===== config.mk =====
export PLATFORM = sky130hd
export DESIGN_NAME = led_pwm_frame_gen
export DESIGN_NICKNAME = d
export VERILOG_FILES = /design/src/rtl/led_pwm_frame_gen.sv
export SDC_FILE = /design/constraint.sdc
export NUM_CORES = 1
export LEC_CHECK = 0
export ABC_AREA = 1
export BUFFER_PORTS_ARGS = -buffer_cell sky130_fd_sc_hd__buf_2
export CAP_MARGIN = 20
export CORE_MARGIN = 3
export CORE_UTILIZATION = 30
export CTS_BUF_LIST = sky130_fd_sc_hd__clkbuf_4
export CTS_CLUSTER_SIZE = 10
export DETAILED_ROUTE_END_ITERATION = 7
export PLACE_DENSITY = 0.55
export SYNTH_ARGS = -nofsm -noshare
export SYNTH_HDL_FRONTEND = slang
export SYNTH_SLANG_ARGS = --single-unit

===== constraint.sdc =====
create_clock -name CLK -period 8.7 [get_ports CLK]
set_clock_uncertainty 0.05 [all_clocks]
set_input_delay 0.435 -clock CLK [delete_from_list [all_inputs] [get_ports CLK]]
set_output_delay 0.435 -clock CLK [all_outputs]
set_load 0.1 [all_outputs]

===== src/rtl/led_pwm_frame_gen.sv =====
// PWM frame generator: turns per-channel duty values into one on/off
// frame per PWM slot, offered to the shift-register serializer.
//
// Ports:
//   CLK, RESET      clock; synchronous active-high reset
//   wr_en/wr_addr/wr_data   shadow duty register write
//   update_req      request shadow->active copy at next period wrap
//   frame/frame_valid/frame_ready   slot pattern, valid/ready handshake
//   period_start    offered frame is slot 0
//   update_pending  an update has been requested but not yet committed
module led_pwm_frame_gen #(
    parameter int CHANNELS = 12,
    parameter int RES      = 8
) (
    input  logic                CLK,
    input  logic                RESET,
    input  logic                wr_en,
    input  logic [3:0]          wr_addr,
    input  logic [RES-1:0]      wr_data,
    input  logic                update_req,
    output logic [CHANNELS-1:0] frame,
    output logic                frame_valid,
    input  logic                frame_ready,
    output logic                period_start,
    output logic                update_pending
);

    typedef enum logic {
        LOAD,
        OFFER
    } state_t;

    localparam logic [4:0] CH_LIM = 5'(CHANNELS);

    state_t state;
    state_t state_nxt;

    logic [RES-1:0] shadow [CHANNELS];
    logic [RES-1:0] active [CHANNELS];
    logic [RES-1:0] pwm_cnt;
    logic           pending;

    logic                handshake;
    logic                commit;
    logic                addr_ok;
    logic [CHANNELS-1:0] slot_bits;

    assign addr_ok        = ({1'b0, wr_addr} < CH_LIM);
    assign update_pending = pending;

    always_comb begin
        state_nxt = state;
        handshake = 1'b0;
        unique case (state)
            LOAD: begin
                state_nxt = OFFER;
            end
            OFFER: begin
                if (frame_valid && frame_ready) begin
                    handshake = 1'b1;
                    state_nxt = LOAD;
                end
            end
            default: begin
                state_nxt = LOAD;
            end
        endcase
    end

    // Commit only on the transfer of the last slot, so the very next
    // LOAD (slot 0) already uses the new duty set.
    assign commit = handshake && (pwm_cnt == '1) && pending;

    always_comb begin
        slot_bits = '0;
        for (int i = 0; i < CHANNELS; i++) begin
            slot_bits[i] = (pwm_cnt < active[i]);
        end
    end

    always_ff @(posedge CLK) begin
        if (RESET) begin
            state <= LOAD;
        end else begin
            state <= state_nxt;
        end
    end

    always_ff @(posedge CLK) begin
        if (RESET) begin
            frame        <= '0;
            frame_valid  <= 1'b0;
            period_start <= 1'b0;
            pwm_cnt      <= '0;
            pending      <= 1'b0;
            for (int i = 0; i < CHANNELS; i++) begin
                shadow[i] <= '0;
                active[i] <= '0;
            end
        end else begin
            if (state == LOAD) begin
                frame        <= slot_bits;
                period_start <= (pwm_cnt == '0);
                frame_valid  <= 1'b1;
            end
            if (handshake) begin
                frame_valid <= 1'b0;
                pwm_cnt     <= pwm_cnt + 1'b1;
            end
            // Copy reads the pre-write shadow; a same-cycle write lands
            // in shadow only and waits for a later commit.
            if (commit) begin
                for (int i = 0; i < CHANNELS; i++) begin
                    active[i] <= shadow[i];
                end
            end
            if (wr_en && addr_ok) begin
                shadow[wr_addr] <= wr_data;
            end
            // A request in the commit cycle re-arms the flag.
            if (update_req) begin
                pending <= 1'b1;
            end else if (commit) begin
                pending <= 1'b0;
            end
        end
    end

endmodule


==> metrics.log, run 1 <==
INFO  metric syn-instance-count = around 1000
INFO  metric hold_viol_final = 0
INFO  metric worstPathRequired = 8930 ps
INFO  metric hold_crit_class = in -> reg
INFO  metric cts_tree = yes
INFO  metric clk_transition_reported_paths = 70 ps
INFO  metric antenna_violating_nets_post_route = 0
INFO  metric dominantRegCellSynth = sky130_fd_sc_hd__edfxtp_1
INFO  metric r2r_end = active[2][1]$_SDFFCE_PN0P_
INFO  metric maximum_fanout_along_the_worst_path = 64
INFO  metric endpoint_kind = flop
INFO  metric avgSynthCellArea = 9.95 sq um
INFO  metric grt-ovfl-total = 0
INFO  metric setup.worst_path.start = pwm_cnt[1]$_SDFFE_PP0P_
INFO  metric async_reset_ff_frac = 0
INFO  metric worst-r2r-cell-count = 6
INFO  metric finalWirelength = 23400 um
INFO  metric crit_path_end = active[2][1]$_SDFFCE_PN0P_
INFO  metric arrival = 3940 ps
INFO  metric routed-wl-met3 = 978 um
INFO  metric clkLatencyLatePin = roughly 680 ps
INFO  metric worst-r2r-setup-slack = 4990 ps
INFO  metric total_leakage_power = 5.63 nW
INFO  metric finalSetupViolations = 0
INFO  metric timing_max_transition_violations_final = 0
INFO  metric power-per-cell-area = 193 nW/um^2
INFO  metric grt_start_max_net_pins = approximately 80
INFO  metric first_global_vias = 6621
INFO  metric synth-xor-area-share = 0
INFO  metric cts_inserted_buffers = 56
INFO  metric placedInstanceArea = 11000 sq um
INFO  metric yosys_warnings = 0
INFO  metric synth_top_cell_by_area = sky130_fd_sc_hd__edfxtp_1
INFO  metric normalized_max_slew_margin = 0.304
INFO  metric drt_pass1_iterations = 5
INFO  metric htree_levels = 2
INFO  metric synth.mux.area_fraction = 0
INFO  metric cts_num_sinks = 216
INFO  metric max_cap_violations = 0
INFO  metric mostFrequentLayoutCell = sky130_fd_sc_hd__inv_1
INFO  metric outcome = complete, no violations
INFO  metric die_height = 192 um
INFO  metric num_rows = 67
INFO  metric global_route.usage.total = 0.130
INFO  metric finalCriticalPeriod = 3710 ps
INFO  metric via_count = around 7000
INFO  metric number_of_flip_flops_and_latches_in_the_synthesized_netlist = 216
INFO  metric synth_top_cells_by_area = sky130_fd_sc_hd__edfxtp_1, sky130_fd_sc_hd__ha_1, sky130_fd_sc_hd__inv_1
INFO  metric fin_crit_sh = 0.426
INFO  metric cp-start-kind = flop
INFO  metric synth_top_area_share = 0.555
INFO  metric worst-slew-pin-transition = 1040 ps
INFO  metric irDropWorstVdd = 0.0890 mV
INFO  metric met2WireLength = 11300 um
INFO  metric ys_types = 21
INFO  metric global_route_wire_length_before_repair = 36700 um
INFO  metric routed_wire_length_per_instance = 14.6 um
INFO  metric synth_seq_area_share = 0.601
INFO  metric synth_fp_nets = 1147
INFO  metric drt_first_iter_violations = between 300 and 400
INFO  metric wl_met1 = roughly 11000 um
INFO  metric place_congestion = 0.768
INFO  metric route.detailed.drc = 0
INFO  metric route.detailed.vias_per_inst = 4.26
INFO  metric fin_tns_setup = 0 ps
INFO  metric criticalPathCategory = reg -> reg
INFO  metric hpwl = 15100 um
INFO  metric most-common-layout-cells = sky130_fd_sc_hd__inv_1, sky130_fd_sc_hd__nor2_1, sky130_fd_sc_hd__edfxtp_1, sky130_fd_sc_hd__nand2_1, sky130_fd_sc_hd__clkbuf_4
INFO  metric core_area = 33900 sq um
INFO  metric postCtsSetupRepairBufs = 0
INFO  metric r2r_start = pwm_cnt[1]$_SDFFE_PP0P_
INFO  metric max_freq = about 270 MHz
INFO  metric final_layout_size_suffix_gt1_frac = 0.131
INFO  metric cts-root-buf = sky130_fd_sc_hd__clkbuf_4
INFO  metric synth_top_family_by_area = simple AND/OR/NAND/NOR gates
INFO  metric areaGrowthSynthToFinish = 12.8%
INFO  metric initial_antenna_violation_count = 1
INFO  metric unrepaired_setup_endpoints_after_global_routing = no
INFO  metric place.port_buffers = 31
INFO  metric num_ports = 32
INFO  metric max_layer_used = met4
INFO  metric layout_net_count = roughly 1200
INFO  metric die_x = just under 200 um
INFO  metric fin_worst_hold_slack = 113 ps
INFO  metric synthAdderAreaFrac = 0.104
INFO  metric synth_compound_gate_area_share = 0.0409
INFO  metric finalInstanceArea = ~12000 sq um
INFO  metric start_util = 0.307
INFO  metric post_synth_and_or_nand_nor_area_fraction = 0.157
INFO  metric die_area = 36900 sq um
INFO  metric syn_area = 10400 sq um
INFO  metric synth_enable_flop_cells = roughly 190
INFO  metric cts_max_path_buffers = 3
## worst min path at each step
stage | cells after the start | start | to | slack [ps]
floorplan | 2 | state$_SDFF_PP0_ | frame[11]$_SDFFE_PP0N_ | 430
global placement | 2 | frame[2]$_SDFFE_PP0N_ | frame[2]$_SDFFE_PP0N_ | 400
detailed placement | 2 | frame[10]$_SDFFE_PP0N_ | frame[10]$_SDFFE_PP0N_ | 410
CTS | 3 | frame_ready | pwm_cnt[0]$_SDFFE_PP0P_ | 50
global route | 3 | frame_ready | pwm_cnt[0]$_SDFFE_PP0P_ | 80
finish | 3 | frame_ready | pwm_cnt[0]$_SDFFE_PP0P_ | 110
## layer usage
| layer | vias to the layer above | track usage |
|---|---|---|
| met5 | - | 0 |
| met4 | 0 | 0.0415 |
| met3 | 26 | 0.0261 |
| met2 | 128 | 0.220 |
| met1 | 3220 | 0.168 |
| li1 | 3454 | - |
## power by group
part / internal, W / switching (W)
clock network: 0.000485 / 0.000410
logic: 0.0000340 / 0.000131
registers: 0.00118 / 0.0000209
## synth_stat cells, types with 2 or more instances
cell                       number
sky130_fd_sc_hd__a21o_1        12
sky130_fd_sc_hd__a21oi_1       44
sky130_fd_sc_hd__buf_6          8
sky130_fd_sc_hd__clkbuf_1      15
sky130_fd_sc_hd__dfxtp_1       24
sky130_fd_sc_hd__edfxtp_1     192
sky130_fd_sc_hd__ha_1          86
sky130_fd_sc_hd__inv_1        228
sky130_fd_sc_hd__inv_2          2
sky130_fd_sc_hd__nand2_1      167
sky130_fd_sc_hd__nand3_1        2
sky130_fd_sc_hd__nand4_1        3
sky130_fd_sc_hd__nor2_1       213
sky130_fd_sc_hd__nor2_2        21
sky130_fd_sc_hd__nor3_2         2
sky130_fd_sc_hd__o21ai_0       20
## cells by family (layout without fill, tap and decap cells)
group,after synthesis,after routing
AO/OA/AOI/OAI,78,78
adder cells (fa/ha/maj),86,86
buffers and inverters,254,363
flip-flops,216,216
other,0,1
AND/OR/NAND/NOR,410,410
## flip-flops by register name (all words and copies together) (netlist names)
name            cells
active             96
frame              12
frame_valid         1
period_start        1
pwm_cnt             8
shadow             96
state               1
update_pending      1
## layout make-up
| cell class | instances | area [sq um] |
|---|---|---|
| Clock inverter | 12 | 75.1 |
| Clock buffer | 88 | 661 |
| Fill cell | 3498 | 22100 |
| Timing Repair Buffer | 33 | 173 |
| Sequential cell | 216 | 6250 |
| Multi-Input combinational cell | 574 | 3140 |
| Antenna cell | 1 | 2.50 |
| Inverter | 230 | 863 |
| Tap cell | 448 | 561 |
## per-stage QoR
stage,instances,setup slack [ps],power (W),utilization
floorplan,1044,2320,0.00133,-
global placement,1500,4910,0.00138,0.324
detailed placement,1500,4890,0.00139,0.324
CTS,1601,4840,0.00228,0.346
global route,1602,4670,0.00236,0.346
finish,1602,4990,0.00226,0.346
## worst max-delay path, cell delays in order (launching register included)
cell and delay, ps:
sky130_fd_sc_hd__dfxtp_1 900, sky130_fd_sc_hd__ha_1 280, sky130_fd_sc_hd__inv_1 50, sky130_fd_sc_hd__nor2_1 100, sky130_fd_sc_hd__nand4_1 210, sky130_fd_sc_hd__o21ai_4 880
sky130_fd_sc_hd__buf_4 800
## repair_timing
item                      in CTS  in global routing
hold endpoints to repair       1                  0
resized for setup              0                  0
hold buffers                   1                  0
No activity file was read; power rests on OpenSTA's default activity.
==> inputs of run 2 (changes only) <==
Settings changed: PLACE_DENSITY 0.55 to 0.53.
Clock period 8.7 ns to 3.7 ns, I/O delays scaled along.
==> metrics.log, run 2 (synthesized netlist as in run 1, its figures left out) <==
INFO  metric cts_num_sinks = 216
INFO  metric grt-ovfl-total = 0
INFO  metric maximum_fanout_along_the_worst_path = 15
INFO  metric placedInstanceArea = 11100 sq um
INFO  metric timing.critical_path.depth = 7
INFO  metric timing.critical_path.buf_inv = 3
INFO  metric crit_slowest_cell = sky130_fd_sc_hd__o21ai_4
INFO  metric via_count = approximately 6700
INFO  metric setup.worst_path.start = pwm_cnt[1]$_SDFFE_PP0P_
INFO  metric clkLatencyLatePin = 670 ps
INFO  metric worst-slew-pin-transition = between 800 and 900 ps
INFO  metric finalCriticalPeriod = ~2400 ps
INFO  metric crit_family = buffers and inverters
INFO  metric finalSetupViolations = 0
INFO  metric final_core_utilization = 0.353
INFO  metric cts_tree = yes
INFO  metric grt_start_max_net_pins = 49
INFO  metric max_cap_violations = 0
INFO  metric layout_net_count = between 1000 and 1500
INFO  metric initial_antenna_violation_count = 3
INFO  metric hpwl = 14500 um
INFO  metric place_congestion = 0.763
INFO  metric start_util = 0.307
INFO  metric normalized_max_slew_margin = 0.463
INFO  metric cts-root-buf = sky130_fd_sc_hd__clkbuf_4
INFO  metric mostFrequentLayoutCell = sky130_fd_sc_hd__inv_1
INFO  metric hold_crit_class = in -> reg
INFO  metric antenna_violating_nets_post_route = 0
INFO  metric power-per-cell-area = roughly 450 nW/um^2
INFO  metric largest_registers = active: 96 flops, shadow: 96 flops, frame: 12 flops
INFO  metric global_route_wire_length_before_repair = about 36000 um
INFO  metric criticalPathCategory = reg -> reg
INFO  metric clk_transition_reported_paths = 60 ps
INFO  metric crit_path_end = active[1][15]$_SDFFCE_PN0P_
INFO  metric cts_inserted_buffers = 58
INFO  metric unrepaired_setup_endpoints_after_global_routing = no
INFO  metric cp-start-kind = flop
INFO  metric core_area = 33900 sq um
INFO  metric routed_wire_length_per_instance = 14.1 um
INFO  metric worst-r2r-cell-count = 7
INFO  metric most-common-layout-cells = sky130_fd_sc_hd__inv_1, sky130_fd_sc_hd__nor2_1, sky130_fd_sc_hd__edfxtp_1, sky130_fd_sc_hd__nand2_1, sky130_fd_sc_hd__clkbuf_4
INFO  metric crit_top_cell = sky130_fd_sc_hd__buf_4
INFO  metric global_route.usage.total = 0.130
INFO  metric finalWirelength = 23000 um
INFO  metric drt_pass1_iterations = 5
INFO  metric first_global_vias = 6613
INFO  metric r2r_start = pwm_cnt[1]$_SDFFE_PP0P_
INFO  metric route.detailed.drc = 0
INFO  metric worst-r2r-setup-slack = 1320 ps
INFO  metric route.detailed.vias_per_inst = 4.10
INFO  metric slowest_delay = 550 ps
INFO  metric areaGrowthSynthToFinish = 15.0%
INFO  metric arrival = 2690 ps
INFO  metric r2r_end = active[1][15]$_SDFFCE_PN0P_
INFO  metric finalInstanceArea = 12000 sq um
INFO  metric max_freq = 420 MHz
INFO  metric die_height = approximately 190 um
INFO  metric total_leakage_power = between 5 and 6 nW
INFO  metric irDropWorstVdd = between 0.15 and 0.2 mV
INFO  metric fin_crit_sh = 0.643
INFO  metric worstPathRequired = 4010 ps
INFO  metric cts_resized = 0
INFO  metric num_rows = 67
INFO  metric die_area = 36900 sq um
INFO  metric htree_levels = 2
INFO  metric hold_viol_final = 0
INFO  metric drt_first_iter_violations = 360
INFO  metric cts_max_path_buffers = 3
INFO  metric final_layout_size_suffix_gt1_frac = 0.145
INFO  metric fin_tns_setup = 0 ps
INFO  metric die_x = 192 um
INFO  metric endpoint_kind = flop
INFO  metric place.port_buffers = 31
INFO  metric num_ports = 32
INFO  metric crit_chain = buf_4 -> ha_1 -> inv_1 -> nor2_1 -> nand4_1 -> o21ai_4 -> buf_4
INFO  metric outcome = complete, no violations
INFO  metric postCtsSetupRepairBufs = 0
INFO  metric timing_max_transition_violations_final = 0
run 2: cell types whose count changed in the layout (fill, tap and decap cells not counted):
cell	previous run	this run
sky130_fd_sc_hd__buf_12	0	4
sky130_fd_sc_hd__clkinv_1	9	11
sky130_fd_sc_hd__clkinvlp_4	1	0
sky130_fd_sc_hd__dlygate4sd3_1	1	4
sky130_fd_sc_hd__clkinv_2	0	3
sky130_fd_sc_hd__buf_4	1	12
sky130_fd_sc_hd__clkbuf_4	88	91
run 2: worst min-delay path by stage:
| stage | from | endpoint | cells past startpoint |
|---|---|---|---|
| 2_1_floorplan | update_req | update_pending$_SDFFE_PP0P_ | 2 |
| 3_3_place_gp | update_req | update_pending$_SDFFE_PP0P_ | 3 |
| 3_5_place_dp | update_req | update_pending$_SDFFE_PP0P_ | 3 |
| 4_1_cts | wr_addr[0] | shadow[4][4]$_SDFFCE_PN0P_ | 4 |
| 5_1_grt | wr_data[5] | shadow[4][5]$_SDFFCE_PN0P_ | 3 |
| 6_report | wr_addr[0] | shadow[4][4]$_SDFFCE_PN0P_ | 4 |
run 2: through the flow:
step	total power (W)	hold slack [ps]	instances	setup slack, ps
after floorplan	0.00313	252	1044	73.1
after global placement	0.00326	385	1515	1250
after detailed placement	0.00326	369	1515	1280
after CTS	0.00545	58.8	1626	1280
after global routing	0.00563	106	1627	1110
final	0.00535	133	1627	1320
run 2: worst reg2reg max path: stages (launching register included):
cell and delay (ps):
sky130_fd_sc_hd__dfxtp_1 300, sky130_fd_sc_hd__buf_4 290, sky130_fd_sc_hd__ha_1 210, sky130_fd_sc_hd__inv_1 50, sky130_fd_sc_hd__nor2_1 90, sky130_fd_sc_hd__nand4_1 230
sky130_fd_sc_hd__o21ai_4 550, sky130_fd_sc_hd__buf_4 320
run 2: timing repair:
item,in CTS,in global routing
hold endpoints to repair,16,0
endpoints found under the setup margin,0,0
hold buffers,4,0
run 2: per-layer routing:
layer	vias to the layer above	global-route usage	routed length (um)
met1	3008	0.160	10200
li1	3500	-	-
met4	4	0.0446	616
met5	-	0	21
met2	107	0.223	11100
met3	55	0.0290	960
run 2: layout make-up:
| cell class | count | area [sq um] |
|---|---|---|
| fillers | 3450 | 21900 |
| flip-flops and latches | 216 | 6250 |
| multi-input cells | 574 | 3140 |
| inverters | 230 | 863 |
| clock buffers | 91 | 683 |
| well taps | 448 | 561 |
| repair buffers | 51 | 365 |
| clock inverters | 16 | 90.1 |
| diodes | 1 | 2.50 |
run 2: where the power goes:
part | internal, W | switching (W) | total (W)
registers | 0.00276 | 0.0000363 | 0.00280
clock network | 0.00118 | 0.000965 | 0.00215
logic | 0.0000919 | 0.000312 | 0.000404
total | 0.00404 | 0.00131 | 0.00535
==> inputs of run 3 (changes only) <==
Clock period 3.7 ns to 2.5 ns, I/O delays scaled along.
==> metrics.log, run 3 (synthesized netlist as in run 1, its figures left out) <==
INFO  metric num_ports = 32
INFO  metric hpwl = about 14000 um
INFO  metric cts_num_sinks = 216
INFO  metric grt_start_max_net_pins = 35
INFO  metric total_leakage_power = 5.81 nW
INFO  metric cp-start-kind = flop
INFO  metric fin_tns_setup = 0 ps
INFO  metric endpoint_kind = flop
INFO  metric place_congestion = 0.744
INFO  metric hold_viol_final = 0
INFO  metric start_util = 0.307
INFO  metric die_height = approximately 190 um
INFO  metric crit_slowest_cell = sky130_fd_sc_hd__dlygate4sd3_1
INFO  metric timing_max_transition_violations_final = 0
INFO  metric worst-slew-pin-transition = 821 ps
INFO  metric unrepaired_setup_endpoints_after_global_routing = no
INFO  metric areaGrowthSynthToFinish = 16.2%
INFO  metric via_count = 6838
INFO  metric clk_transition_reported_paths = around 70 ps
INFO  metric postCtsSetupRepairBufs = 0
INFO  metric grt-ovfl-total = 0
INFO  metric finalCriticalPeriod = approximately 2100 ps
INFO  metric placedInstanceArea = ~11000 sq um
INFO  metric outcome = complete, no violations
INFO  metric cts_inserted_buffers = 57
INFO  metric first_global_vias = 6688
INFO  metric finalSetupViolations = 0
INFO  metric fin_crit_sh = 0.835
INFO  metric core_area = 33900 sq um
INFO  metric route.detailed.drc = 0
INFO  metric crit_chain = inv_1 -> ha_1 -> o21ai_0 -> a21oi_1 -> dlygate4sd3_1
INFO  metric initial_antenna_violation_count = 1
INFO  metric route.detailed.vias_per_inst = 4.18
INFO  metric die_area = 36900 sq um
INFO  metric final_cell_count_no_fill = 1636
INFO  metric max_freq = 479 MHz
INFO  metric final_layout_size_suffix_gt1_frac = 0.156
INFO  metric antenna_violating_nets_post_route = 0
INFO  metric most-common-layout-cells = sky130_fd_sc_hd__inv_1, sky130_fd_sc_hd__nor2_1, sky130_fd_sc_hd__edfxtp_1, sky130_fd_sc_hd__nand2_1, sky130_fd_sc_hd__clkbuf_4
INFO  metric global_route_wire_length_before_repair = between 30000 and 40000 um
INFO  metric worstPathRequired = 2990 ps
INFO  metric global_route.usage.total = 0.128
INFO  metric maximum_fanout_along_the_worst_path = 15
INFO  metric drt_pass1_iterations = 5
INFO  metric finalInstanceArea = between 10000 and 15000 sq um
INFO  metric num_rows = 67
INFO  metric routed_wire_length_per_instance = 13.7 um
INFO  metric drt_first_iter_violations = 260
INFO  metric slowest_delay = 540 ps
INFO  metric normalized_max_slew_margin = 0.452
INFO  metric criticalPathCategory = reg -> reg
INFO  metric largest_registers = active: 96 flops, shadow: 96 flops, frame: 12 flops
INFO  metric clkLatencyLatePin = 680 ps
INFO  metric layout_net_count = around 1200
INFO  metric mostFrequentLayoutCell = sky130_fd_sc_hd__inv_1
INFO  metric place.port_buffers = 31
INFO  metric finalWirelength = 22400 um
INFO  metric max_cap_violations = 0
INFO  metric cts_max_path_buffers = 3
INFO  metric die_x = between 150 and 200 um
INFO  metric dpl.cell_count = between 1500 and 2000
INFO  metric arrival = 2580 ps
INFO  metric htree_levels = 2
INFO  metric cts_tree = yes
INFO  metric power-per-cell-area = 651 nW/um^2
INFO  metric cts-root-buf = sky130_fd_sc_hd__clkbuf_4
INFO  metric cts_resized = 0
INFO  metric worst-r2r-setup-slack = 410 ps
INFO  metric hold_crit_class = in -> reg
INFO  metric irDropWorstVdd = 0.262 mV
-- run 3: cell types whose count changed in the layout (fill, tap and decap cells not counted), moves of 2 or more --
cell,before,now
sky130_fd_sc_hd__dfxtp_4,0,2
sky130_fd_sc_hd__buf_4,12,19
sky130_fd_sc_hd__dfxtp_2,0,6
sky130_fd_sc_hd__clkbuf_4,91,88
sky130_fd_sc_hd__buf_12,4,6
sky130_fd_sc_hd__dfxtp_1,24,16
sky130_fd_sc_hd__dlygate4sd3_1,4,7
-- run 3: metal layers --
layer	up-vias	track usage	wire [um]
met5	-	0	0
met4	0	0.0454	583
met3	46	0.0259	884
met2	111	0.230	11100
met1	3153	0.153	9900
li1	3528	-	-
-- run 3: power by group --
group | internal, W | switching, W | total (W)
Clock | 0.00170 | 0.00142 | 0.00312
Sequential | 0.00409 | 0.0000493 | 0.00414
Combinational | 0.000145 | 0.000457 | 0.000602
-- run 3: critical path, delay by kind of cell, from the launching register on --
| kind | cells | cell delay [ps] |
|---|---|---|
| buf+inv | 2 | 1040 |
| fa+ha+maj | 1 | 340 |
| flops | 1 | 330 |
| compound gates | 2 | 200 |
-- run 3: cell type report --
cell class	instances	area [sq um]
Fill cell	3462	21800
Sequential cell	216	6260
Multi-Input combinational cell	574	3150
Inverter	230	863
Clock buffer	88	661
Tap cell	448	561
Timing Repair Buffer	63	488
Clock inverter	16	93.8
Antenna cell	1	2.50
-- run 3: stage by stage --
| step | worst slack (ps) | power [W] | util | hold WS [ps] |
|---|---|---|---|---|
| final | 412 | 0.00786 | 0.357 | 58.9 |
| after global routing | 235 | 0.00826 | 0.357 | 35.2 |
| after CTS | 377 | 0.00798 | 0.357 | 1.39 |
| after detailed placement | 546 | 0.00482 | 0.332 | 307 |
| after global placement | 544 | 0.00481 | 0.332 | 315 |
| after floorplan | -548 | 0.00463 | - | 192 |
-- run 3: final timing paths --
check / from / end / cells after the start
worst max-delay path: pwm_cnt[0]$_SDFFE_PP0P_ / pwm_cnt[1]$_SDFFE_PP0P_ / 5
worst min-delay path: wr_addr[0] / shadow[0][4]$_SDFFCE_PN0P_ / 5
worst max register to register: pwm_cnt[0]$_SDFFE_PP0P_ / pwm_cnt[1]$_SDFFE_PP0P_ / 5
worst min register to register: frame[11]$_SDFFE_PP0N_ / frame[11]$_SDFFE_PP0N_ / 2
-- run 3: timing repair --
action	CTS	global route
hold buffers	7	0
endpoints found under the setup margin	0	0
endpoints found under the hold margin	36	0
